$ cat src/rtl/fp_align_shifter.sv
// Operand alignment for the FP add/sub path: picks the larger-magnitude operand and right-shifts
// the smaller mantissa with guard/round/sticky collection. Define ALIGN_FAST_FLUSH_EN for a single-cycle full flush.
module fp_align_shifter #(
   parameter int SHIFT_STEP = 4
) (
   input  logic        clk,
   input  logic        rst,
   input  logic        in_valid,
   output logic        in_ready,
   input  logic [31:0] a,
   input  logic [31:0] b,
   input  logic        op_sub,
   output logic        out_valid,
   input  logic        out_ready,
   output logic        sign_large,
   output logic [7:0]  exp_large,
   output logic [23:0] mant_large,
   output logic [26:0] mant_small,
   output logic        eff_sub,
   output logic        swapped,
   output logic        special
);
   // state | meaning
   // IDLE  | waiting for operands, in_ready high
   // SHIFT | shifting mant_small right, remaining counts down to zero
   // DONE  | result held on the outputs until out_ready

   typedef enum logic [1:0] {
      IDLE  = 2'd0,
      SHIFT = 2'd1,
      DONE  = 2'd2
   } state_t;

   localparam logic [4:0] MAX_SHIFT = 5'd27;
   localparam logic [4:0] STEP      = 5'(SHIFT_STEP);

   state_t      state;
   logic [4:0]  remaining;

   logic [7:0]  exp_a, exp_b, eff_a, eff_b, diff;
   logic        hid_a, hid_b, a_large, is_special;
   logic [22:0] frac_a, frac_b;
   logic [4:0]  d_clamped;

   logic [4:0]  k;
   logic [26:0] mask, shift_mant;
   logic [4:0]  shift_rem;

   assign in_ready = (state == IDLE);

   assign exp_a  = a[30:23];
   assign exp_b  = b[30:23];
   assign frac_a = a[22:0];
   assign frac_b = b[22:0];
   assign hid_a  = (exp_a != 8'd0);
   assign hid_b  = (exp_b != 8'd0);
   assign eff_a  = hid_a ? exp_a : 8'd1;
   assign eff_b  = hid_b ? exp_b : 8'd1;

   // A wins a full tie so equal operands never report a swap
   assign a_large    = (eff_a > eff_b) || ((eff_a == eff_b) && (frac_a >= frac_b));
   assign diff       = a_large ? (eff_a - eff_b) : (eff_b - eff_a);
   assign is_special = (exp_a == 8'hFF) || (exp_b == 8'hFF);
   assign d_clamped  = is_special ? 5'd0 : ((diff > 8'd27) ? MAX_SHIFT : diff[4:0]);

   always_comb begin
      k          = (remaining < STEP) ? remaining : STEP;
      mask       = (27'd1 << k) - 27'd1;
      shift_mant = (mant_small >> k) | {26'd0, |(mant_small & mask)};
      shift_rem  = remaining - k;
`ifdef ALIGN_FAST_FLUSH_EN
      // a 27-bit shift leaves only the sticky bit, so skip the iteration
      if (remaining == MAX_SHIFT) begin
         shift_mant = {26'd0, |mant_small};
         shift_rem  = 5'd0;
      end
`endif
   end

   always_ff @(posedge clk) begin
      if (rst) begin
         state      <= IDLE;
         remaining  <= 5'd0;
         out_valid  <= 1'b0;
         sign_large <= 1'b0;
         exp_large  <= 8'd0;
         mant_large <= 24'd0;
         mant_small <= 27'd0;
         eff_sub    <= 1'b0;
         swapped    <= 1'b0;
         special    <= 1'b0;
      end else begin
         case (state)
            IDLE: begin
               if (in_valid) begin
                  sign_large <= a_large ? a[31] : b[31];
                  exp_large  <= a_large ? eff_a : eff_b;
                  mant_large <= a_large ? {hid_a, frac_a} : {hid_b, frac_b};
                  mant_small <= a_large ? {hid_b, frac_b, 3'b000} : {hid_a, frac_a, 3'b000};
                  eff_sub    <= a[31] ^ b[31] ^ op_sub;
                  swapped    <= ~a_large;
                  special    <= is_special;
                  remaining  <= d_clamped;
                  if (d_clamped == 5'd0) begin
                     state     <= DONE;
                     out_valid <= 1'b1;
                  end else begin
                     state <= SHIFT;
                  end
               end
            end
            SHIFT: begin
               mant_small <= shift_mant;
               remaining  <= shift_rem;
               if (shift_rem == 5'd0) begin
                  state     <= DONE;
                  out_valid <= 1'b1;
               end
            end
            DONE: begin
               if (out_ready) begin
                  state     <= IDLE;
                  out_valid <= 1'b0;
               end
            end
            default: begin
               state     <= IDLE;
               out_valid <= 1'b0;
            end
         endcase
      end
   end

endmodule

$ cat config.mk
export PLATFORM = sky130hd
export DESIGN_NAME = fp_align_shifter
export DESIGN_NICKNAME = d
export VERILOG_FILES = /design/src/rtl/fp_align_shifter.sv
export SDC_FILE = /design/constraint.sdc
export NUM_CORES = 1
export LEC_CHECK = 0
export ABC_AREA = 0
export ABC_CLOCK_PERIOD_IN_PS = 4950
export BUFFER_PORTS_ARGS = -buffer_cell sky130_fd_sc_hd__buf_2
export CORE_MARGIN = 2
export CORE_UTILIZATION = 60
export CTS_CLUSTER_DIAMETER = 50
export DETAILED_ROUTE_END_ITERATION = 6
export PLACE_DENSITY = 0.84
export SETUP_SLACK_MARGIN = 0.4
export SYNTH_ARGS = -nofsm -noshare
export SYNTH_HDL_FRONTEND = slang
export SYNTH_SLANG_ARGS = --single-unit
$ cat constraint.sdc
create_clock -name clk -period 4.95 [get_ports clk]
set_clock_uncertainty 0.05 [all_clocks]
set_input_delay 0.495 -clock clk [delete_from_list [all_inputs] [get_ports clk]]
set_output_delay 0.495 -clock clk [all_outputs]
set_load 0.03 [all_outputs]
Word level (Yosys, flattened, before mapping)
Cells that the tools add are included.
Word-level totals
  register bits after elaboration: 71
  bits in latches: 0
  bits in writable memories: 0
  memory bits (read-only): 0
  bits of input ports: 69
  output and inout bits: 65
  memories kept: 0
Cells by class
  add/sub/neg operators: 4
  multipliers: 0
  divide/modulo/power cells: 0
  $lt $le $gt $ge: 4
  equal/unequal tests: 9
  shifts and indexed selects: 2
  mux-type cells: 24
  bitwise operators: 5
  reduce and logical (&&, ||, !) cells: 14
Operators with widths (count)
  $mux 27: 2
  $pmux 27 s2: 1
  $mux 8: 4
  $and 27x27->27: 1
  $or 27x1->27: 1
  $reduce_or 27->1: 1
  $shl 1x5->27 const A: 1
  $shr 27x5->27: 1
  $sub 27x1->27 const B: 1
  $mux 24: 1
  $ge 23x23->1: 1
  $mux 5: 4
  $eq 8x8->1 const B: 2
  $reduce_bool 8->1: 2
  $sub 8x8->8: 2
  $logic_not 5->1: 2
  $pmux 5 s2: 1
  $eq 8x8->1: 1
  $gt 8x5->1 const B: 1
  $gt 8x8->1: 1
  $mux 2: 4
  $ne 2x2->1 const B: 3
  $pmux 2 s3: 1
  $lt 5x3->1 const B: 1
  other kinds (15): 22

Depth between registers and ports, before layout
  word-level depth: 13
  mapped depth: 16
  depth with buffers taken out: 15

Worst setup path after synthesis
No wires, ideal clock.
  path type: input to register
  start point: input b[25]
  end point: register state[0]
  library setup time: 132 ps
  arrival: 3347 ps
  required time: 4768 ps
  slack: 1421 ps
  stages on the path: 15
  buffers on the path: 0
  cell sequence: nor4_1 > a21oi_1 > inv_1 > ha_1 > inv_1 > fa_1 > nand3_1 > and2_1 > o21a_1 > mux2i_1 > or4_1 > a2111oi_2 > o22ai_1 > a31oi_1 > nor3_1
On the way
  word-level cells in the longest chain between the ends: 13
  elaborated cells on any way between the ends: 18
RTL lines
  start, declared: RTL line 11  | input logic [31:0] b,
  parallel branches: the longest is 8 deep, another holds $gt 8x8->1
  $mux 5 *: RTL line 64  | assign d_clamped = is_special ? 5'd0 : ((diff > 8'd27) ? MAX_SHIFT : diff[4:0]);
  $logic_not 5->1 *: RTL line 104  | if (d_clamped == 5'd0) begin
  $mux 2 *: RTL line 104
  $mux 2 *: RTL line 95  | if (in_valid) begin
  $pmux 2 s3 *: RTL line 93  | case (state)
  end signal, assigned: RTL line 105  | state <= DONE;
  end signal, assigned: RTL line 108  | state <= SHIFT;
  end signal, assigned: RTL line 116  | state <= DONE;
  end, declared: RTL line 37  | state_t state;
Every way passes the cells marked *. The select of a mux whose other input is x is not followed.
A chain may end at the register's enable or synchronous reset.

Final worst setup path
  start point: input a[27]
  end point: register mant_small[23]
On the way
  word-level cells in the longest chain between the ends: 8
  elaborated cells on any way between the ends: 9
RTL lines
  start, declared: RTL line 10  | input logic [31:0] a,
  $reduce_bool 8->1: RTL line 55  | assign hid_a = (exp_a != 8'd0);
  $mux 8 *: RTL line 57  | assign eff_a = hid_a ? exp_a : 8'd1;
  parallel branches: the longest is 2 deep, another holds $gt 8x8->1
  $logic_or 1x1->1 *: RTL line 61  | assign a_large = (eff_a > eff_b) || ((eff_a == eff_b) && (frac_a >= frac_b));
  $mux 27 *: RTL line 99  | mant_small <= a_large ? {hid_b, frac_b, 3'b000} : {hid_a, frac_a, 3'b000};
  $mux 27 *: RTL line 95
  $pmux 27 s2 *: RTL line 93
  end signal, assigned: RTL line 99
  end signal, assigned: RTL line 113  | mant_small <= shift_mant;
  end, declared: RTL line 18  | output logic [26:0] mant_small,
Marks and branches as above.

==> reports/metrics.cfg <==
[clocking]
post_cts_hold_buffer_count = 0
htree_num_levels = 3
numCtsBuffers = 9
cts-root-to-sink-buffers = 2
cts_tree = built
cts_post_setup_buffers_inserted = 0
cts_repair_resize_count = 0
clock_sinks = 71
clk_transition_reported_paths_ns = 0.08
insertion_delay_to_the_later_sink_of_the_worst_skew_pair_ns = 0.36
clockRootBuffer = sky130_fd_sc_hd__clkbuf_8

[finish]
fill_cells = 836
mostFrequentLayoutCell = sky130_fd_sc_hd__buf_2
stdcell_count = 986
fraction_of_layout_cells_with_a_size_suffix_above_1_pct = 21.9
postLayoutCoreUtil_pct = 69.8
synthToLayoutAreaGrowth_pct = 13.3
mostFrequentLayoutCells = 133 x sky130_fd_sc_hd__buf_2, 97 x sky130_fd_sc_hd__nor2_1, 76 x sky130_fd_sc_hd__nand2_1, 71 x sky130_fd_sc_hd__dfxtp_1, 64 x sky130_fd_sc_hd__mux2i_1
final_area_mm2 = 0.00679
antenna-diode-count = 0
design.final.nets = 960

[global_route]
grt_first_pass_wirelength_um = 29300
grt.overflow.total = 0
grt_max_degree = 72
via_count_of_the_first_global_routing_pass = 5868
aggregate_global_route_resource_usage_pct = 32.8
grt_antenna_before_repair = 0

[sta]
max_clock_freq_mhz = 244
final_hold_violating_endpoints = 0
tightestPinTransition_ns = 1.11
finalSetupTns_ns = 0
fin_crit_sh_pct = 82.8
finalCriticalPeriod_ns = 4.10
report.final.slew_viol_count = 0
rsz_0062_raised_after_global_routing = no
setup_viol = 0
slew_headroom_pct = 25.9

[yosys]
synth.lib_cells_used.distinct = 73
synth_sequential_area_ratio_pct = 23.7
syn_area_mm2 = 0.00599
flop_and_latch_count_out_of_synthesis = 71
synthesis.area_per_instance_um2 = 7.84
synth_edf_count = 0
synthArstFlopShare_pct = 0
synthesis.yosys.warnings = 0
netlist_instances = 764
post_synth_top_flop = sky130_fd_sc_hd__dfxtp_1
synth_nets = 875

[drt]
wirelength_um = 17900
remaining_drc_errors = 0
detail_route.iter0.violations = 523
drt_pass1_iterations = 5
dr_total_vias = 6241
antenna_violating_nets_post_route = 0
wl_per_cell_um = 18.2
post_drt_via_cell_ratio = 6.33

[pwr]
ir_drop_uv = 175
power.share.clock_pct = 20.9
pwr-share-comb_pct = 47.4
finalPower_w = 0.00252
switching_power_w = 0.00112
power.switching_fraction_pct = 44.5
internal-power_w = 0.00140
cellLeakagePower_nw = 3.13
pwr-share-seq_pct = 31.7
cell_pwr_density_mw_per_mm2 = 372

[critical_path]
worst_setup_path_start_kind = input port
timing.critical_path.arrival_ns = 4.26
timing.critical_path.cells = buf_2, nor4_1, a21oi_1, ha_1, nand4_1, or4b_1, a21oi_1, o21ai_1, o21ai_4, buf_4, mux2i_1, a21oi_1, a21oi_1, nor3_1
crit_path_max_incr_delay_ns = 0.55
criticalPathCategory = input port to flip-flop
timing.critical_path.buf_inv = 2
critPathTopFamily = compound AO/OA/AOI/OAI gates
cp.required_ns = 5.11
critical_path_peak_fanout = 21
endpoint_type_of_the_worst_setup_path = flip-flop
critical_path.slowest_cell = sky130_fd_sc_hd__nor4_1
path_common_cell = sky130_fd_sc_hd__a21oi_1

[floorplanning]
floorplan.die_area_mm2 = 0.0108
coreArea_mm2 = 0.00973
horizontal_die_dimension_um = 104
start_util_pct = 61.6
number_of_placed_i_o_pins = 134
row_count = 36
die_height_um = 104

[place]
place_inst = 971
detailed_place.area_mm2 = 0.00658
place.gp.congestion = 0.921
hpwl_um = 13000
place.port_buffers = 133

[run]
max_cap_viol_count = 0

[worst_hold_path]
worstHoldPathType = flip-flop to flip-flop

[status]
run_status = finished clean

==> stage by stage <==
stage	worst slack (ns)	hold slack (ns)
finish	0.853	0.415
global route	0.548	0.440
CTS	0.931	0.420
detailed placement	0.574	0.411
global placement	0.709	0.385
floorplan	1.42	0.530
==> final timing paths <==
path	start	to	depth (start not counted)	slack, ns
hold / removal	exp_large[0]$_SDFFE_PP0P_	exp_large[0]$_SDFFE_PP0P_	2	0.41
hold reg to reg	exp_large[0]$_SDFFE_PP0P_	exp_large[0]$_SDFFE_PP0P_	2	0.41
setup reg to reg	remaining[2]$_SDFFE_PP0P_	state[1]$_SDFFE_PP0P_	11	1.58
setup / recovery	a[27]	mant_small[23]$_SDFFE_PP0P_	14	0.85
==> worst min-delay path: cells and delay by family (launching register included) <==
kind / cells / cell delay [ns]
flip-flops: 1 / 0.31
AO/OA/AOI/OAI: 1 / 0.05
AND/OR/NAND/NOR: 1 / 0.06
==> cells by family (layout without fill, tap and decap cells) <==
family | after synthesis | after routing | share of synthesized area [%]
mux | 76 | 76 | 14.8
flops | 71 | 71 | 23.7
compound gates | 198 | 198 | 23.1
simple gates | 257 | 257 | 20.0
buf+inv | 114 | 203 | 8.54
fa+ha+maj | 42 | 42 | 9.02
other cells | 1 | 1 | 0.0626
xor+xnor | 5 | 5 | 0.731
==> per-layer routing <==
metal / GRT usage (%) / wire (um)
met5: 0 / 0
met4: 11.2 / 331
met3: 5.51 / 1640
met2: 52.3 / 8190
met1: 45.2 / 7780
==> synthesized netlist by cell type, types with 3 or more instances <==
master | n | area [um2]
sky130_fd_sc_hd__nand3_1 | 17 | 85.1
sky130_fd_sc_hd__nand4_1 | 7 | 43.8
sky130_fd_sc_hd__nand2b_1 | 5 | 31.3
sky130_fd_sc_hd__ha_1 | 40 | 500
sky130_fd_sc_hd__nor3_1 | 10 | 50.1
sky130_fd_sc_hd__xnor2_1 | 5 | 43.8
sky130_fd_sc_hd__buf_2 | 9 | 45.0
sky130_fd_sc_hd__clkbuf_1 | 45 | 169
sky130_fd_sc_hd__a311oi_1 | 22 | 193
sky130_fd_sc_hd__o21a_1 | 5 | 37.5
sky130_fd_sc_hd__o211ai_1 | 11 | 82.6
sky130_fd_sc_hd__o21ai_1 | 3 | 15.0
sky130_fd_sc_hd__inv_1 | 45 | 169
sky130_fd_sc_hd__or2_2 | 3 | 18.8
sky130_fd_sc_hd__a211oi_1 | 57 | 428
sky130_fd_sc_hd__o22ai_1 | 4 | 25.0
sky130_fd_sc_hd__buf_6 | 4 | 45.0
sky130_fd_sc_hd__and2_1 | 3 | 18.8
sky130_fd_sc_hd__nor2b_1 | 10 | 62.6
sky130_fd_sc_hd__mux2i_1 | 64 | 641
sky130_fd_sc_hd__a31oi_1 | 6 | 37.5
sky130_fd_sc_hd__nor4_1 | 9 | 56.3
sky130_fd_sc_hd__nand2_1 | 76 | 285
sky130_fd_sc_hd__o21ai_0 | 12 | 60.1
sky130_fd_sc_hd__a21o_1 | 8 | 60.1
sky130_fd_sc_hd__nor2_1 | 97 | 364
sky130_fd_sc_hd__a21oi_1 | 48 | 240
sky130_fd_sc_hd__mux4_2 | 10 | 225
sky130_fd_sc_hd__buf_4 | 4 | 30.0
sky130_fd_sc_hd__dfxtp_1 | 71 | 1420
==> registers in the layout, indices dropped and copies added, names as in the netlist <==
name	cells
sign_large	1
mant_large	24
exp_large	8
eff_sub	1
mant_small	27
remaining	5
out_valid	1
swapped	1
state	2
special	1
==> cell type report <==
cell class	count	area, um2	area share (%)
Timing Repair Buffer	143	753	11.1
Tap cell	133	166	2.45
Sequential cell	71	1420	20.9
Clock inverter	3	67.6	0.995
Inverter	45	169	2.49
Clock buffer	12	145	2.14
Multi-Input combinational cell	579	4070	59.9
==> power groups by stage <==
stage | Sequential [W] | Clock, W | Combinational (W)
floorplan | 0.000938 | 0 | 0.000732
global placement | 0.000797 | 0 | 0.00114
detailed placement | 0.000805 | 0 | 0.00118
CTS | 0.000793 | 0.000527 | 0.00118
global route | 0.000815 | 0.000550 | 0.00130
finish | 0.000800 | 0.000526 | 0.00120
(Power assumes the default switching activity.)
